===== src/rtl/mio_pkg.sv =====
// Shared definitions for the memory/I-O responder: region codes, FSM states
// and the fixed request-to-ready latency.
package mio_pkg;

  typedef enum logic [1:0] {
    IDLE,
    ACCESS,
    RESP
  } state_t;

  localparam logic [3:0] RGN_RAM  = 4'h0;
  localparam logic [3:0] RGN_CNT  = 4'hE;
  localparam logic [3:0] RGN_GPIO = 4'hF;

  localparam int LATENCY = 2;

endpackage


===== src/rtl/mio_counter.sv =====
// Application frame-timing down-counter: loadable, decrements to zero and holds,
// pulses zero only when it reaches 0 by decrementing.
module mio_counter (
  input  logic        clk,
  input  logic        reset,
  input  logic        load,
  input  logic [31:0] load_val,
  output logic [31:0] value,
  output logic        zero
);

  always_ff @(posedge clk) begin
    if (reset) begin
      value <= '0;
      zero  <= 1'b0;
    end else if (load) begin
      // a load wins over the decrement and never raises the zero pulse
      value <= load_val;
      zero  <= 1'b0;
    end else if (value != 32'd0) begin
      value <= value - 32'd1;
      zero  <= (value == 32'd1);
    end else begin
      zero  <= 1'b0;
    end
  end

endmodule


===== src/rtl/mio_responder.sv =====
// Memory/I-O bus responder for the multi-cycle CPU: RAM, GPIO and optional counter.
// Define MIO_COUNTER_EN to build the frame-timing counter at region 0xE.
//
// state  | meaning
// IDLE   | waiting for mem_r/mem_w, latches the request
// ACCESS | RAM address/write enable driven, register writes committed
// RESP   | MIO_ready high, data2CPU carries the read result
module mio_responder
  import mio_pkg::*;
#(
  parameter int RAM_AW = 12
) (
  input  logic              clk,
  input  logic              reset,
  input  logic              mem_r,
  input  logic              mem_w,
  input  logic [31:0]       M_addr,
  input  logic [31:0]       data_out,
  output logic [31:0]       data2CPU,
  output logic              MIO_ready,
  output logic [RAM_AW-1:0] ram_addr,
  output logic [31:0]       ram_din,
  output logic              ram_we,
  input  logic [31:0]       ram_dout,
  input  logic [31:0]       sw,
  output logic [31:0]       led,
  output logic [31:0]       counter_out,
  output logic              counter_zero
);

  state_t     state, state_nxt;
  logic [3:0] region_q;
  logic       wr_q;
  logic       ram_we_q;
  logic       accept;
  logic       led_wr;
  logic       cnt_load;
  logic       unused_addr_bits;

  assign unused_addr_bits = ^{M_addr[27:RAM_AW+2], M_addr[1:0]};
  assign accept = (state == IDLE) && (mem_r || mem_w);

  always_ff @(posedge clk) begin
    if (reset) state <= IDLE;
    else       state <= state_nxt;
  end

  always_comb begin
    state_nxt = state;
    case (state)
      IDLE:    if (mem_r || mem_w) state_nxt = ACCESS;
      ACCESS:  state_nxt = RESP;
      RESP:    state_nxt = IDLE;
      default: state_nxt = IDLE;
    endcase
  end

`ifdef MIO_COUNTER_EN
  logic [31:0] cnt_value;

  mio_counter u_counter (
    .clk      (clk),
    .reset    (reset),
    .load     (cnt_load),
    .load_val (ram_din),
    .value    (cnt_value),
    .zero     (counter_zero)
  );

  assign counter_out = cnt_value;
`else
  assign counter_out  = '0;
  assign counter_zero = 1'b0;
`endif

  always_comb begin
    data2CPU = '0;
    led_wr   = (state == ACCESS) && wr_q && (region_q == RGN_GPIO);
    cnt_load = (state == ACCESS) && wr_q && (region_q == RGN_CNT);
    if (state == RESP && !wr_q) begin
      case (region_q)
        RGN_RAM:  data2CPU = ram_dout;
        RGN_GPIO: data2CPU = sw;
`ifdef MIO_COUNTER_EN
        RGN_CNT:  data2CPU = cnt_value;
`endif
        default:  data2CPU = '0;
      endcase
    end
  end

  // ram_din doubles as the latched write data for every region
  always_ff @(posedge clk) begin
    if (reset) begin
      region_q  <= '0;
      wr_q      <= 1'b0;
      ram_addr  <= '0;
      ram_din   <= '0;
      ram_we_q  <= 1'b0;
      MIO_ready <= 1'b0;
      led       <= '0;
    end else begin
      MIO_ready <= (state == ACCESS);
      ram_we_q  <= accept && mem_w && (M_addr[31:28] == RGN_RAM);
      if (accept) begin
        region_q <= M_addr[31:28];
        wr_q     <= mem_w;
        ram_addr <= M_addr[RAM_AW+1:2];
        ram_din  <= data_out;
      end
      if (led_wr) led <= ram_din;
    end
  end

  // the RAM samples ram_we on the same edge that applies reset, so gate it to drop the write
  assign ram_we = ram_we_q && !reset;

endmodule

===== config.mk =====
export PLATFORM = sky130hd
export DESIGN_NAME = mio_responder
export DESIGN_NICKNAME = d
export VERILOG_FILES = /design/src/rtl/mio_pkg.sv /design/src/rtl/mio_counter.sv /design/src/rtl/mio_responder.sv
export SDC_FILE = /design/constraint.sdc
export NUM_CORES = 1
export LEC_CHECK = 0
export CORE_MARGIN = 4
export CORE_UTILIZATION = 39
export DETAILED_ROUTE_END_ITERATION = 10
export HOLD_SLACK_MARGIN = 0.05
export PLACE_DENSITY = 0.95
export SLEW_MARGIN = 20
export SYNTH_ARGS = -nofsm -noshare
export SYNTH_HDL_FRONTEND = slang
export SYNTH_SLANG_ARGS = --single-unit

===== constraint.sdc =====
create_clock -name clk -period 4.08 [get_ports clk]
set_input_delay 0.612 -clock clk [delete_from_list [all_inputs] [get_ports clk]]
set_output_delay 0.612 -clock clk [all_outputs]
set_load 0.01 [all_outputs]

==> results of run 1 <==
routing by layer:
metal | GRT usage, % | wire [µm]
met1 | 25.9 | 5340
met2 | 35.8 | 7010
met3 | 4.43 | 1070
met4 | 8.44 | 384
met5 | 0 | 0
layout make-up:
cell class                 count  area, µm²
fill                         851       3850
timing repair buffer         229       2300
multi-input combinational    354       2060
sequential                    85       1700
tap                          136        170
clock buffer                   9        124
clock inverter                 6       72.6
logic make-up (layout without fill, tap and decap cells):
logic type | count (synthesis) | count (layout) | synth area share, %
compound gates | 130 | 130 | 17.9
buf+inv | 81 | 244 | 11.3
flops | 85 | 85 | 41.7
mux | 32 | 32 | 7.85
other cells | 1 | 33 | 0.0919
simple gates | 159 | 159 | 21.1
placed cells by master, fill, tap and decap left out, types with 2 or more instances in the layout:
master,n
a22oi_1,32
conb_1,33
a21oi_1,49
clkbuf_8,9
nor2_4,2
nor2_1,32
clkdlybuf4s50_1,224
dfxtp_1,85
nand2b_1,64
nor3_1,2
or2_2,2
nand3_1,48
o21ai_0,49
clkinvlp_4,3
nor3b_1,2
mux2i_1,32
buf_4,3
registers in the layout, summed over array words and instances (netlist names):
register,cells
wr_q,1
ram_addr,12
ram_din,32
region_q,4
state,2
ram_we_q,1
led,32
MIO_ready,1
cell usage after synthesis (all sizes together):
master,count
a21oi,49
a22oi,32
and4,1
and4b,1
buf,44
clkbuf,37
conb,1
dfxtp,85
mux2i,32
nand2,1
nand2b,64
nand3,48
nor2,34
nor2b,1
nor3,2
nor3b,2
nor4,1
o21ai,49
or2,2
or3b,1
or4,1
power groups by stage:
stage / Combinational (µW) / Clock (µW) / Sequential (µW)
floorplan: 205 / 0 / 930
global placement: 424 / 0 / 916
detailed placement: 446 / 0 / 921
CTS: 448 / 613 / 902
global route: 484 / 645 / 908
finish: 449 / 595 / 902
metrics by stage:
step	setup slack (ns)	hold slack (ns)
after floorplan	2.19	0.458
after global placement	1.51	0.458
after detailed placement	1.46	0.461
after CTS	1.07	0.478
after global routing	0.975	0.493
final	1.06	0.479
path summary, 6_finish.rpt:
path | end | slack (ns) | cells after the start
setup / recovery | data2CPU[19] | 1.06 | 3
hold / removal | led[10] | 0.48 | 2
setup reg to reg | led[15] | 2.06 | 3
hold reg to reg | led[10] | 0.48 | 2
critical path, stage by stage (launching register included):
cell and delay [ns]:
dfxtp_1 0.47, or3b_2 0.78, nor2_1 0.24, clkdlybuf4s50_1 0.57
==> reports/qor.yml, run 1 <==
status: "completed"
grt.overflow.total: 0
final_area_um2: 6430
numCtsBuffers: 9
period_minus_slack_ns: 3.02
tns_ns: 0
p_seq_share_pct: 46.3
place_area_um2: 6230
port_buffers: 225
drc_errors: 0
power.total_uw: 1950
synth_warnings: 0
die-width_um: 110
p_per_area_nw_per_um2: 303
vias_per_cell: 5.17
hold_class: "flop to flop"
io-pin-count: 275
critical_path.startpoint: "state[1]"
grt_max_degree: 118
power.leakage_uw: 0.00223
gp_congestion: 0.711
vias: 4232
r2r-start: "region_q[1]"
routed_wirelength_um: 13800
grt_pass1_vias: 4006
cts-hold-fix-buffers: 0
cts.sinks: 85
pwr-share-comb_pct: 23.1
critical_path.max_fanout: 32
cts_buffer_depth: 2
period_share_pct: 74.0
track_usage_pct: 21.0
crit_type: "flop to primary output"
slew_viol_final: 0
yosysTopAreaCell: "dfxtp_1"
dieArea_um2: 12200
std_cell_rows: 37
maxSlewHeadroom_pct: 27.5
pwr-share-clk_pct: 30.6
post_cts.resized_instances: 0
firstDrtPassIters: 5
synth-seq-cells: 85
skew_ns: 0.0108
ys_seq_area_share_pct: 41.7
cts_root_buf: "clkbuf_8"
start_kind: "flop"
cts.clk_slew.worst_paths_ns: 0.09
drtIter0Drc: 347
syn_to_final_growth_pct: 57.5
rsz0062_at_grt: "no"
peakVddDrop_uv: 211
h-tree-depth: 3
synth_cells: 488
die_y_um: 110
final_util_pct: 62.6
finalSetupViolCount: 0
swShare_pct: 28.3
wire_per_inst_um: 16.8
worstPathRequired_ns: 3.47
tightest_slew_ns: 1.09
ys_types: 25
antenna_found_initial: 0
power_switching_uw: 551
instances_no_fill: 819
placed_cells: 804
ant_nets: 0
finalHoldViolations: 0
syn_area_um2: 4080
clkLatencyLatePin_ns: 0.35
grt_pass1_wl_um: 20200
post_cts_buffers: 0
nets: 811
diodes: 0
avgSynthCellArea_um2: 8.37
drive_gt1_share_pct: 3.95
worstHoldStart: "led[10]"
core-area_um2: 10300
cts_tree: "yes"
drv_cap: 0
max_clock_freq_mhz: 331
ys_top_cells_by_area: "dfxtp_1 (42%), nand2b_1 (9.8%), mux2i_1 (7.8%), buf_4 (6.3%), a21oi_1 (6.0%)"
detailed_place_hpwl_um: 9780
yosys.area.top_type_share_pct: 41.7
worstPathArrival_ns: 2.41
end_kind: "primary output"
p_int_uw: 1390
initial_core_util_pct: 39.7
(Power assumes the default switching activity.)
==> run 2, diff against run 1 <==
- CORE_UTILIZATION: 39 -> 33
- PLACE_DENSITY: 0.95 -> 0.88
- clock period: 4.08 -> 2.5 ns (I/O delays scaled with it)
==> reports/qor.yml, run 2 (synthesized netlist as in run 1, its figures left out) <==
status: "completed"  # unchanged
max_clock_freq_mhz: 412
vias_per_cell: 4.83  # was 5.17
cts-hold-fix-buffers: 0  # unchanged
nets: 817  # was 811
hold_class: "primary input to flop"  # was flop to flop
power_switching_uw: 953  # was 551 µW
worstPathArrival_ns: 2.05  # was 2.41 ns
tightest_slew_ns: 0.991  # was 1.09 ns
skew_ns: 0.00751  # was 0.0108 ns
pwr-share-comb_pct: 21.3  # was 23.1%
critical_path.max_fanout: 32  # unchanged
clkLatencyLatePin_ns: 0.34  # was 0.35 ns
firstDrtPassIters: 5  # unchanged
start_kind: "flop"  # unchanged
numCtsBuffers: 9  # unchanged
drv_cap: 0  # unchanged
die-width_um: 119  # was 110 µm
whs_ns: 0.402  # was 0.479 ns
diodes: 0  # unchanged
rsz0062_at_grt: "no"  # unchanged
pwr-share-clk_pct: 36.2  # was 30.6%
swShare_pct: 27.6  # was 28.3%
grt_pass1_vias: 3906  # was 4006
largestRegisters: "led (32), ram_din (32), ram_addr (12)"  # unchanged
finalSetupViolCount: 0  # unchanged
power.leakage_uw: 0.00259  # was 0.00223 µW
tns_ns: 0  # unchanged
dieArea_um2: 14200  # was 12200 µm²
slew_viol_final: 0  # unchanged
std_cell_rows: 40  # was 37
worstPathRequired_ns: 2.12  # was 3.47 ns
grt_max_degree: 90  # was 118
peakVddDrop_uv: 379  # was 211 µV
cts_buffer_depth: 2  # unchanged
detailed_place_hpwl_um: 9350  # was 9780 µm
crit_type: "flop to primary output"  # unchanged
core-area_um2: 12100  # was 10300 µm²
cts_root_buf: "clkbuf_16"  # was clkbuf_8
p_seq_share_pct: 42.4  # was 46.3%
dp_slack_ns: 0.288  # was 1.46 ns
vias: 4141  # was 4232
period_minus_slack_ns: 2.43
antenna_found_initial: 0  # unchanged
drc_errors: 0  # unchanged
final_util_pct: 55.4  # was 62.6%
cts.clk_slew.worst_paths_ns: 0.06  # was 0.09 ns
io-pin-count: 275  # unchanged
layout_common_cells: "clkdlybuf4s50_1 (209), dfxtp_1 (84), nand2b_1 (64)"  # was clkdlybuf4s50_1 (224), dfxtp_1 (85), nand2b_1 (64)
whs_path_depth: 2  # unchanged
cts.sinks: 85  # unchanged
h-tree-depth: 3  # unchanged
track_usage_pct: 17.3  # was 21.0%
syn_to_final_growth_pct: 63.5  # was 57.5%
end_kind: "primary output"  # unchanged
wire_per_inst_um: 15.4  # was 16.8 µm
maxSlewHeadroom_pct: 33.9  # was 27.5%
nFillCells: 1083  # was 851
worst_slack_ns: 0.0729  # was 1.06 ns
routed_wirelength_um: 13300  # was 13800 µm
p_int_uw: 2510  # was 1390 µW
drive_gt1_share_pct: 5.07  # was 3.95%
p_per_area_nw_per_um2: 518  # was 303 nW/µm²
grt.overflow.total: 0  # unchanged
final_common_cell: "clkdlybuf4s50_1"  # unchanged
cpMaxStageDelayCell: "clkdlybuf4s50_1"  # was or3b_2
grt_pass1_wl_um: 19900  # was 20200 µm
ant_nets: 0  # unchanged
port_buffers: 225  # unchanged
critical_path.max_stage_delay_ns: 0.55  # was 0.78 ns
initial_core_util_pct: 33.8  # was 39.7%
cts_tree: "yes"  # unchanged
path_cells: "or3b_2 > buf_6 > nor2_1 > clkdlybuf4s50_1"  # was or3b_2 > nor2_1 > clkdlybuf4s50_1
die_y_um: 119  # was 110 µm
gp_congestion: 0.752  # was 0.711
rr_worst_depth: 4  # was 3
period_share_pct: 97.1
drtIter0Drc: 371  # was 347
finalHoldViolations: 0  # unchanged
run 2: cell count changes in the layout (fill, tap and decap cells not counted), sizes merged, moves of 2 or more:
cell           change
clkinv             +3
clkdlybuf4s50     -15
dlymetal6s2s      +15
buf                +6
clkinvlp           -2
run 2: metal layers:
layer / up-vias / global-route usage (%) / routed length, µm
li1: 2013 / - / -
met1: 1945 / 21.5 / 5540
met2: 169 / 29.4 / 6580
met3: 14 / 4.80 / 985
met4: 0 / 4.85 / 144
met5: - / 0 / 0
run 2: through the flow:
stage / cells / total power (µW) / area, µm²
2_1_floorplan: 520 / 1850 / 4200
4_1_cts: 858 / 3500 / 6640
6_report: 858 / 3460 / 6680
5_1_grt: 858 / 3620 / 6680
3_3_place_gp: 842 / 2230 / 6350
3_5_place_dp: 842 / 2230 / 6350
run 2: final timing paths:
kind | start | end | slack [ns]
hold / removal | reset | ram_din[27] | 0.40
hold reg to reg | state[1] | state[1] | 0.46
setup / recovery | state[1] | data2CPU[7] | 0.07
setup reg to reg | state[1] | ram_din[15] | 0.98
run 2: final cells by class:
| class | instances | area, µm² | share of cell area (%) |
|---|---|---|---|
| clock buffer | 9 | 225 | 3.37 |
| clock inverter | 7 | 56.3 | 0.843 |
| multi-input combinational | 354 | 2060 | 30.9 |
| sequential | 85 | 1710 | 25.5 |
| tap | 168 | 210 | 3.15 |
| timing repair buffer | 235 | 2420 | 36.2 |
run 2: timing repair:
action,CTS,global route
resized for setup,2,16
cloned,0,0
endpoints found under the hold margin,0,0
setup endpoints to repair,32,30
buffers inserted,0,0
run 2: critical path: cells and delay by family, from the launching register on:
family | cells | cell delay (ns)
buffers and inverters | 2 | 0.75
and+or+nand+nor | 2 | 0.58
DFF | 1 | 0.38
run 2: power groups by stage:
stage	sequential [µW]	clock, µW	combinational [µW]
final	1470	1250	737
after global routing	1480	1350	795
after CTS	1470	1290	740
after detailed placement	1500	0	734
after global placement	1500	0	730
after floorplan	1520	0	334
==> run 3, diff against run 2 <==
- TNS_END_PERCENT: default -> 20
==> results of run 3 <==
No change in the layout: final DEF, timing and power equal those of run 2.
